**src/rtl/jesd204b_tx_link_ctrl.sv**
```systemverilog
// -----------------------------------------------------------------------------
// jesd204b_tx_link_ctrl
// JESD204B transmit link-layer controller. Generates code-group sync (K28.5),
// the four-multiframe initial lane alignment sequence, then user data, all
// aligned to a free-running local multiframe clock (LMFC) position counter.
//
// Ports
//   clk        : single clock, rising edge
//   rst_n      : asynchronous active-low reset
//   sync_n     : receiver SYNC~ (asynchronous, active low)
//   ilas_cfg   : ILAS configuration octets 0..13, octet n = bits [8n+7:8n]
//   tx_data    : user octet
//   tx_valid   : tx_data valid
//   tx_ready   : octet accepted when tx_valid & tx_ready
//   tx_char    : octet to the 8b/10b encoder (HGFEDCBA)
//   tx_is_k    : tx_char is a control character
//   lmfc_start : tx_char is octet 0 of a multiframe
//   link_state : 0 = CGS, 1 = ILAS, 2 = DATA (phase of the octet on tx_char)
//   underflow  : one-cycle pulse when a DATA octet had no valid user data
// -----------------------------------------------------------------------------
module jesd204b_tx_link_ctrl #(
    parameter int F = 2,
    parameter int K = 32
) (
    input  logic         clk,
    input  logic         rst_n,
    input  logic         sync_n,
    input  logic [111:0] ilas_cfg,
    input  logic [7:0]   tx_data,
    input  logic         tx_valid,
    output logic         tx_ready,
    output logic [7:0]   tx_char,
    output logic         tx_is_k,
    output logic         lmfc_start,
    output logic [1:0]   link_state,
    output logic         underflow
);

    localparam int FK = F * K;
    localparam int LW = $clog2(FK);
    localparam logic [LW-1:0] LAST_POS = LW'(FK - 1);
    localparam logic [15:0]   LAST_POS16 = 16'(FK - 1);

    typedef enum logic [1:0] {
        ST_CGS  = 2'd0,
        ST_ILAS = 2'd1,
        ST_DATA = 2'd2
    } state_e;

    // ILAS octet for a multiframe position: returns {is_k, char}.
    function automatic logic [8:0] ilas_octet(input logic [15:0]  pos,
                                              input logic [1:0]   mf,
                                              input logic [111:0] cfg);
        logic [8:0] o;
        logic [3:0] cidx;
        cidx = pos[3:0] - 4'd2;
        if (pos == 16'd0) begin
            o = {1'b1, 8'h1C};
        end else if (pos == LAST_POS16) begin
            o = {1'b1, 8'h7C};
        end else if ((mf == 2'd1) && (pos == 16'd1)) begin
            o = {1'b1, 8'h9C};
        end else if ((mf == 2'd1) && (pos >= 16'd2) && (pos <= 16'd15)) begin
            o = {1'b0, cfg[{cidx, 3'b000} +: 8]};
        end else begin
            o = {1'b0, pos[7:0]};
        end
        return o;
    endfunction

    state_e        state_q, state_d;
    logic          sync_meta_q, sync_q;
    logic [LW-1:0] lmfc_q, lmfc_d;
    logic [1:0]    mf_q, mf_d;
    logic [1:0]    low_cnt_q, low_cnt_d;
    logic [7:0]    tx_char_q, tx_char_d;
    logic          tx_is_k_q, tx_is_k_d;
    logic          lmfc_start_q, lmfc_start_d;
    logic          tx_ready_q, tx_ready_d;
    logic          underflow_q, underflow_d;
    logic [1:0]    link_state_q, link_state_d;
    logic          resync_s, nxt_resync_s;
    logic [15:0]   pos_s;
    logic [8:0]    ilas_oct_s;

    // Next-state decision: picks the octet for LMFC position lmfc_q.
    always_comb begin
        state_d      = state_q;
        mf_d         = mf_q;
        tx_char_d    = 8'hBC;
        tx_is_k_d    = 1'b1;
        underflow_d  = 1'b0;
        link_state_d = ST_CGS;
        lmfc_start_d = (lmfc_q == '0);
        pos_s        = {{(16 - LW){1'b0}}, lmfc_q};

        if (lmfc_q == LAST_POS) begin
            lmfc_d = '0;
        end else begin
            lmfc_d = lmfc_q + LW'(1);
        end

        // Consecutive-low counter on synchronized SYNC~, saturating at 3.
        if (sync_q) begin
            low_cnt_d = 2'd0;
        end else if (low_cnt_q == 2'd3) begin
            low_cnt_d = 2'd3;
        end else begin
            low_cnt_d = low_cnt_q + 2'd1;
        end

        // Fourth consecutive low sample forces CGS; beats ILAS->DATA.
        resync_s   = (state_q != ST_CGS) && !sync_q && (low_cnt_q == 2'd3);
        ilas_oct_s = ilas_octet(pos_s, (state_q == ST_ILAS) ? mf_q : 2'd0, ilas_cfg);

        case (state_q)
            ST_CGS: begin
                if (sync_q && (lmfc_q == '0)) begin
                    state_d      = ST_ILAS;
                    mf_d         = 2'd0;
                    {tx_is_k_d, tx_char_d} = ilas_oct_s;
                    link_state_d = ST_ILAS;
                end else begin
                    state_d = ST_CGS;
                end
            end
            ST_ILAS: begin
                if (resync_s) begin
                    state_d = ST_CGS;
                    mf_d    = 2'd0;
                end else begin
                    {tx_is_k_d, tx_char_d} = ilas_oct_s;
                    link_state_d = ST_ILAS;
                    if (lmfc_q == LAST_POS) begin
                        mf_d = mf_q + 2'd1;
                        if (mf_q == 2'd3) begin
                            state_d = ST_DATA;
                        end else begin
                            state_d = ST_ILAS;
                        end
                    end else begin
                        mf_d = mf_q;
                    end
                end
            end
            ST_DATA: begin
                if (resync_s) begin
                    state_d = ST_CGS;
                    mf_d    = 2'd0;
                end else begin
                    link_state_d = ST_DATA;
                    tx_is_k_d    = 1'b0;
                    if (tx_valid) begin
                        tx_char_d = tx_data;
                    end else begin
                        tx_char_d   = 8'h00;
                        underflow_d = 1'b1;
                    end
                end
            end
            default: begin
                state_d = ST_CGS;
                mf_d    = 2'd0;
            end
        endcase

        // tx_ready is registered, so it predicts whether the next decision
        // will produce a DATA octet using the next-cycle view of the
        // synchronizer and low counter.
        nxt_resync_s = (state_d != ST_CGS) && !sync_meta_q && (low_cnt_d == 2'd3);
        tx_ready_d   = (state_d == ST_DATA) && !nxt_resync_s;
    end

    // State, LMFC counter, SYNC~ synchronizer and registered outputs.
    always_ff @(posedge clk or negedge rst_n) begin
        if (!rst_n) begin
            state_q      <= ST_CGS;
            sync_meta_q  <= 1'b0;
            sync_q       <= 1'b0;
            lmfc_q       <= '0;
            mf_q         <= 2'd0;
            low_cnt_q    <= 2'd0;
            tx_char_q    <= 8'hBC;
            tx_is_k_q    <= 1'b1;
            lmfc_start_q <= 1'b0;
            tx_ready_q   <= 1'b0;
            underflow_q  <= 1'b0;
            link_state_q <= 2'd0;
        end else begin
            state_q      <= state_d;
            sync_meta_q  <= sync_n;
            sync_q       <= sync_meta_q;
            lmfc_q       <= lmfc_d;
            mf_q         <= mf_d;
            low_cnt_q    <= low_cnt_d;
            tx_char_q    <= tx_char_d;
            tx_is_k_q    <= tx_is_k_d;
            lmfc_start_q <= lmfc_start_d;
            tx_ready_q   <= tx_ready_d;
            underflow_q  <= underflow_d;
            link_state_q <= link_state_d;
        end
    end

    assign tx_char    = tx_char_q;
    assign tx_is_k    = tx_is_k_q;
    assign lmfc_start = lmfc_start_q;
    assign tx_ready   = tx_ready_q;
    assign underflow  = underflow_q;
    assign link_state = link_state_q;

endmodule

```
**config.mk**
```make
export PLATFORM = sky130hd
export DESIGN_NAME = jesd204b_tx_link_ctrl
export DESIGN_NICKNAME = d
export VERILOG_FILES = /design/src/rtl/jesd204b_tx_link_ctrl.sv
export SDC_FILE = /design/constraint.sdc
export NUM_CORES = 1
export LEC_CHECK = 0
export ABC_AREA = 0
export BUFFER_PORTS_ARGS = -buffer_cell sky130_fd_sc_hd__buf_2
export CAP_MARGIN = 15
export CORE_MARGIN = 4
export CORE_UTILIZATION = 34
export DETAILED_ROUTE_END_ITERATION = 10
export PLACE_DENSITY = 0.63
export REMOVE_ABC_BUFFERS = 1
export SLEW_MARGIN = 20
export SYNTH_ARGS = -nofsm -noshare
export SYNTH_HDL_FRONTEND = slang
export SYNTH_SLANG_ARGS = --single-unit
```
**constraint.sdc**
```tcl
create_clock -name clk -period 6 [get_ports clk]
set_input_delay 0.6 -clock clk [delete_from_list [all_inputs] [get_ports clk]]
set_output_delay 0.6 -clock clk [all_outputs]
set_load 0.05 [all_outputs]
```
==> metrics <==
Placed Cells around 410; final std cells w/o fill between 400 and 500; critical path buffer and inverter count 2; sequential-to-total area share from yosys stat a little under a third; Layout area overhead 32.5%; min cycle time layout slightly below 3 ns; Max Freq 335 MHz; CP cell instances buf_4 -> inv_1 -> ha_1 -> mux2_2 -> a222oi_1 -> o21ai_0 -> o211ai_1 -> a31oi_1; maximum vdd drop slightly below 0.00008 V; Post-synth ARST share between 90% and 100%; commonest non-fill, non-tap cell in the layout buf_2; Primary FF master, synth dfrtp_1; vias in the first global route approximately 2,400; placer congestion estimate 0.812; CP max FO 31; clock network latency to the later pin of the worst-skew pair around 0.27 ns; outcome complete, no violations; Total Wirelength 6970 um; core area 6460 um2; fin area 3030 um2; final setup vio count 0; via count 2,201; final worst setup slack between 3 and 4 ns; Die X between 90 and 100 um; Port Buf Inserts between 100 and 150; Critical-path top delay cell ha_1; total setup buffers inserted after CTS 0; residual DRC count 0; Cell Rows 29; max cap viols 0; DP Area 2990 um2; Post-synth EDFFs 0; initial antenna violation count 0; Max Transition Viols Final 0; Setup Total Neg Slack 0 ns; Worst Path Required around 6.2 ns; pre-CTS setup slack slightly above 3 ns; Initial Utilization 35.5%; largest net degree at the start of global routing 37; number of H-tree levels 1; unrepaired setup endpoints after global routing no; Area contributors post-synth dfrtp_1 24%, mux4_2 22%, dfstp_2 6.9%, mux2_2 4.4%, mux2i_1 3.9%; Resized Gates After CTS 0; # IOs around 140; post-synth top area share 24.0%; Ys Warns 0; Final #Nets 470; global-route wire length before repair between 10,000 and 15,000 um; post-synthesis cell count ~210; root buf cell clkbuf_8; drt wl/cell approximately 17 um; Die Ht 90.1 um; most frequent cells in the layout 137 x buf_2, 22 x mux4_2, 21 x dfrtp_1; Hold WC Path Type in2async; antenna cells 0; Detail Route Antenna Nets 0; clock buffer depth 2; Avg Cell Area, Syn ~11 um2; Starting DRT DRC Count 144; Clock Sinks 28; CTS Buf Count 3; Hold Buf Count CTS 0; Core Util, Final 47.0%; Crit path arrival time 3.18 ns; die area about 8000 um2; startpoint types flop; Yosys top cell by area dfrtp_1; Slew @ Worst Pin 0.966 ns; post-DP HPWL 5770 um; final hold viol count 0; slew margin rel. a little over a third; period utilisation layout around 50%; GRT overflow 0; Seq cells post-synth 28; WS Path Type reg2reg; Clock Skew ~0.0055 ns; Static Leak roughly 1.4 nW; synth unique cells 49; DR pass1 iterations 4; cell area after synthesis around 2300 um2; CTS clk-pin slew, worst paths 0.10 ns; crit end category flop; via/cell ratio 5.30; CP top delay family adder cells; layout cells sized above 1 between 50 and 60%; crit-path max cell delay about 0.86 ns; # fillers 637; gr usage total roughly 17%; Pwr Density between 100 and 150 nW/um2; CTS tree built
sequential cells by signal, indices dropped and copies added, names as in the netlist:
name and cells:
link_state 2, lmfc_q 6, lmfc_start 1, low_cnt_q 2, mf_q 2, state_q 2, sync_meta_q 1, sync_q 1
tx_char 8, tx_is_k 1, tx_ready 1, underflow 1
worst register-to-register path, stage by stage (launching register included):
cell and delay, ns:
dfrtp_1 0.33, buf_4 0.34, inv_1 0.20, ha_1 0.86
mux2_2 0.42, a222oi_1 0.34, o21ai_0 0.13, o211ai_1 0.16
a31oi_1 0.12
metrics by stage:
step           power (mW)  hold WS, ns
5_1_grt             0.382        0.379
2_1_floorplan       0.215        0.304
3_3_place_gp        0.260        0.369
3_5_place_dp        0.261        0.373
6_report            0.362        0.326
4_1_cts             0.367        0.349
power breakdown:
part / internal (mW) / total [mW] / leakage (nW) / switching [mW]
sequential: 0.191 / 0.192 / 0.348 / 0.00166
clock: 0.0477 / 0.106 / 0.0228 / 0.0579
combinational: 0.0433 / 0.0641 / 1.06 / 0.0208
total: 0.282 / 0.362 / 1.43 / 0.0804
metal layers:
layer / wire length, um / track usage [%]
met1: 2900 / 21.4
met2: 3410 / 29.6
met3: 593 / 5.18
met4: 60 / 3.19
met5: 0 / 0
kinds of logic after synthesis:
group | count (synthesis) | share of synthesized area [%]
flip-flops | 28 | 30.9
AO/OA/AOI/OAI | 49 | 15.0
AND/OR/NAND/NOR | 59 | 13.1
adder cells (fa/ha/maj) | 7 | 3.82
multiplexers | 40 | 30.0
XOR/XNOR | 5 | 1.91
buffers and inverters | 24 | 5.30
cell type report:
cell class / instances / area, um2 / share of cell area, %
multi-input cells: 160 / 1460 / 48.1
flip-flops and latches: 28 / 709 / 23.4
repair buffers: 138 / 693 / 22.8
well taps: 77 / 96.3 / 3.18
clock buffers: 4 / 45.0 / 1.48
inverters: 8 / 30.0 / 0.990
Yosys cell counts, drive strengths merged (2+ instances only):
| cell type | count |
|---|---|
| nand3 | 8 |
| and4bb | 2 |
| a21oi | 14 |
| xnor2 | 2 |
| a222oi | 2 |
| and3 | 2 |
| buf | 12 |
| mux4 | 22 |
| nand2 | 17 |
| nor3 | 2 |
| o31ai | 2 |
| or4 | 2 |
| clkbuf | 4 |
| and2 | 3 |
| dfrtp | 22 |
| ha | 7 |
| inv | 8 |
| mux2i | 9 |
| dfstp | 6 |
| a31oi | 4 |
| o22ai | 3 |
| xor2 | 3 |
| mux2 | 9 |
| nor2 | 15 |
| o21ai | 7 |
| nor2b | 3 |
| a211oi | 3 |
| a21boi | 2 |
final timing paths:
check                       startpoint         end  slack (ns)  depth (start not counted)
max in group asynchronous        rst_n   lmfc_q[0]        5.23                          1
hold reg to reg            sync_meta_q      sync_q        0.39                          0
min in group clk           sync_meta_q      sync_q        0.39                          0
hold / removal                   rst_n   lmfc_q[3]        0.33                          1
setup reg to reg             lmfc_q[1]  tx_char[3]        3.02                          8
setup / recovery             lmfc_q[1]  tx_char[3]        3.02                          8
Note: power is estimated with default switching activity, not from simulation.
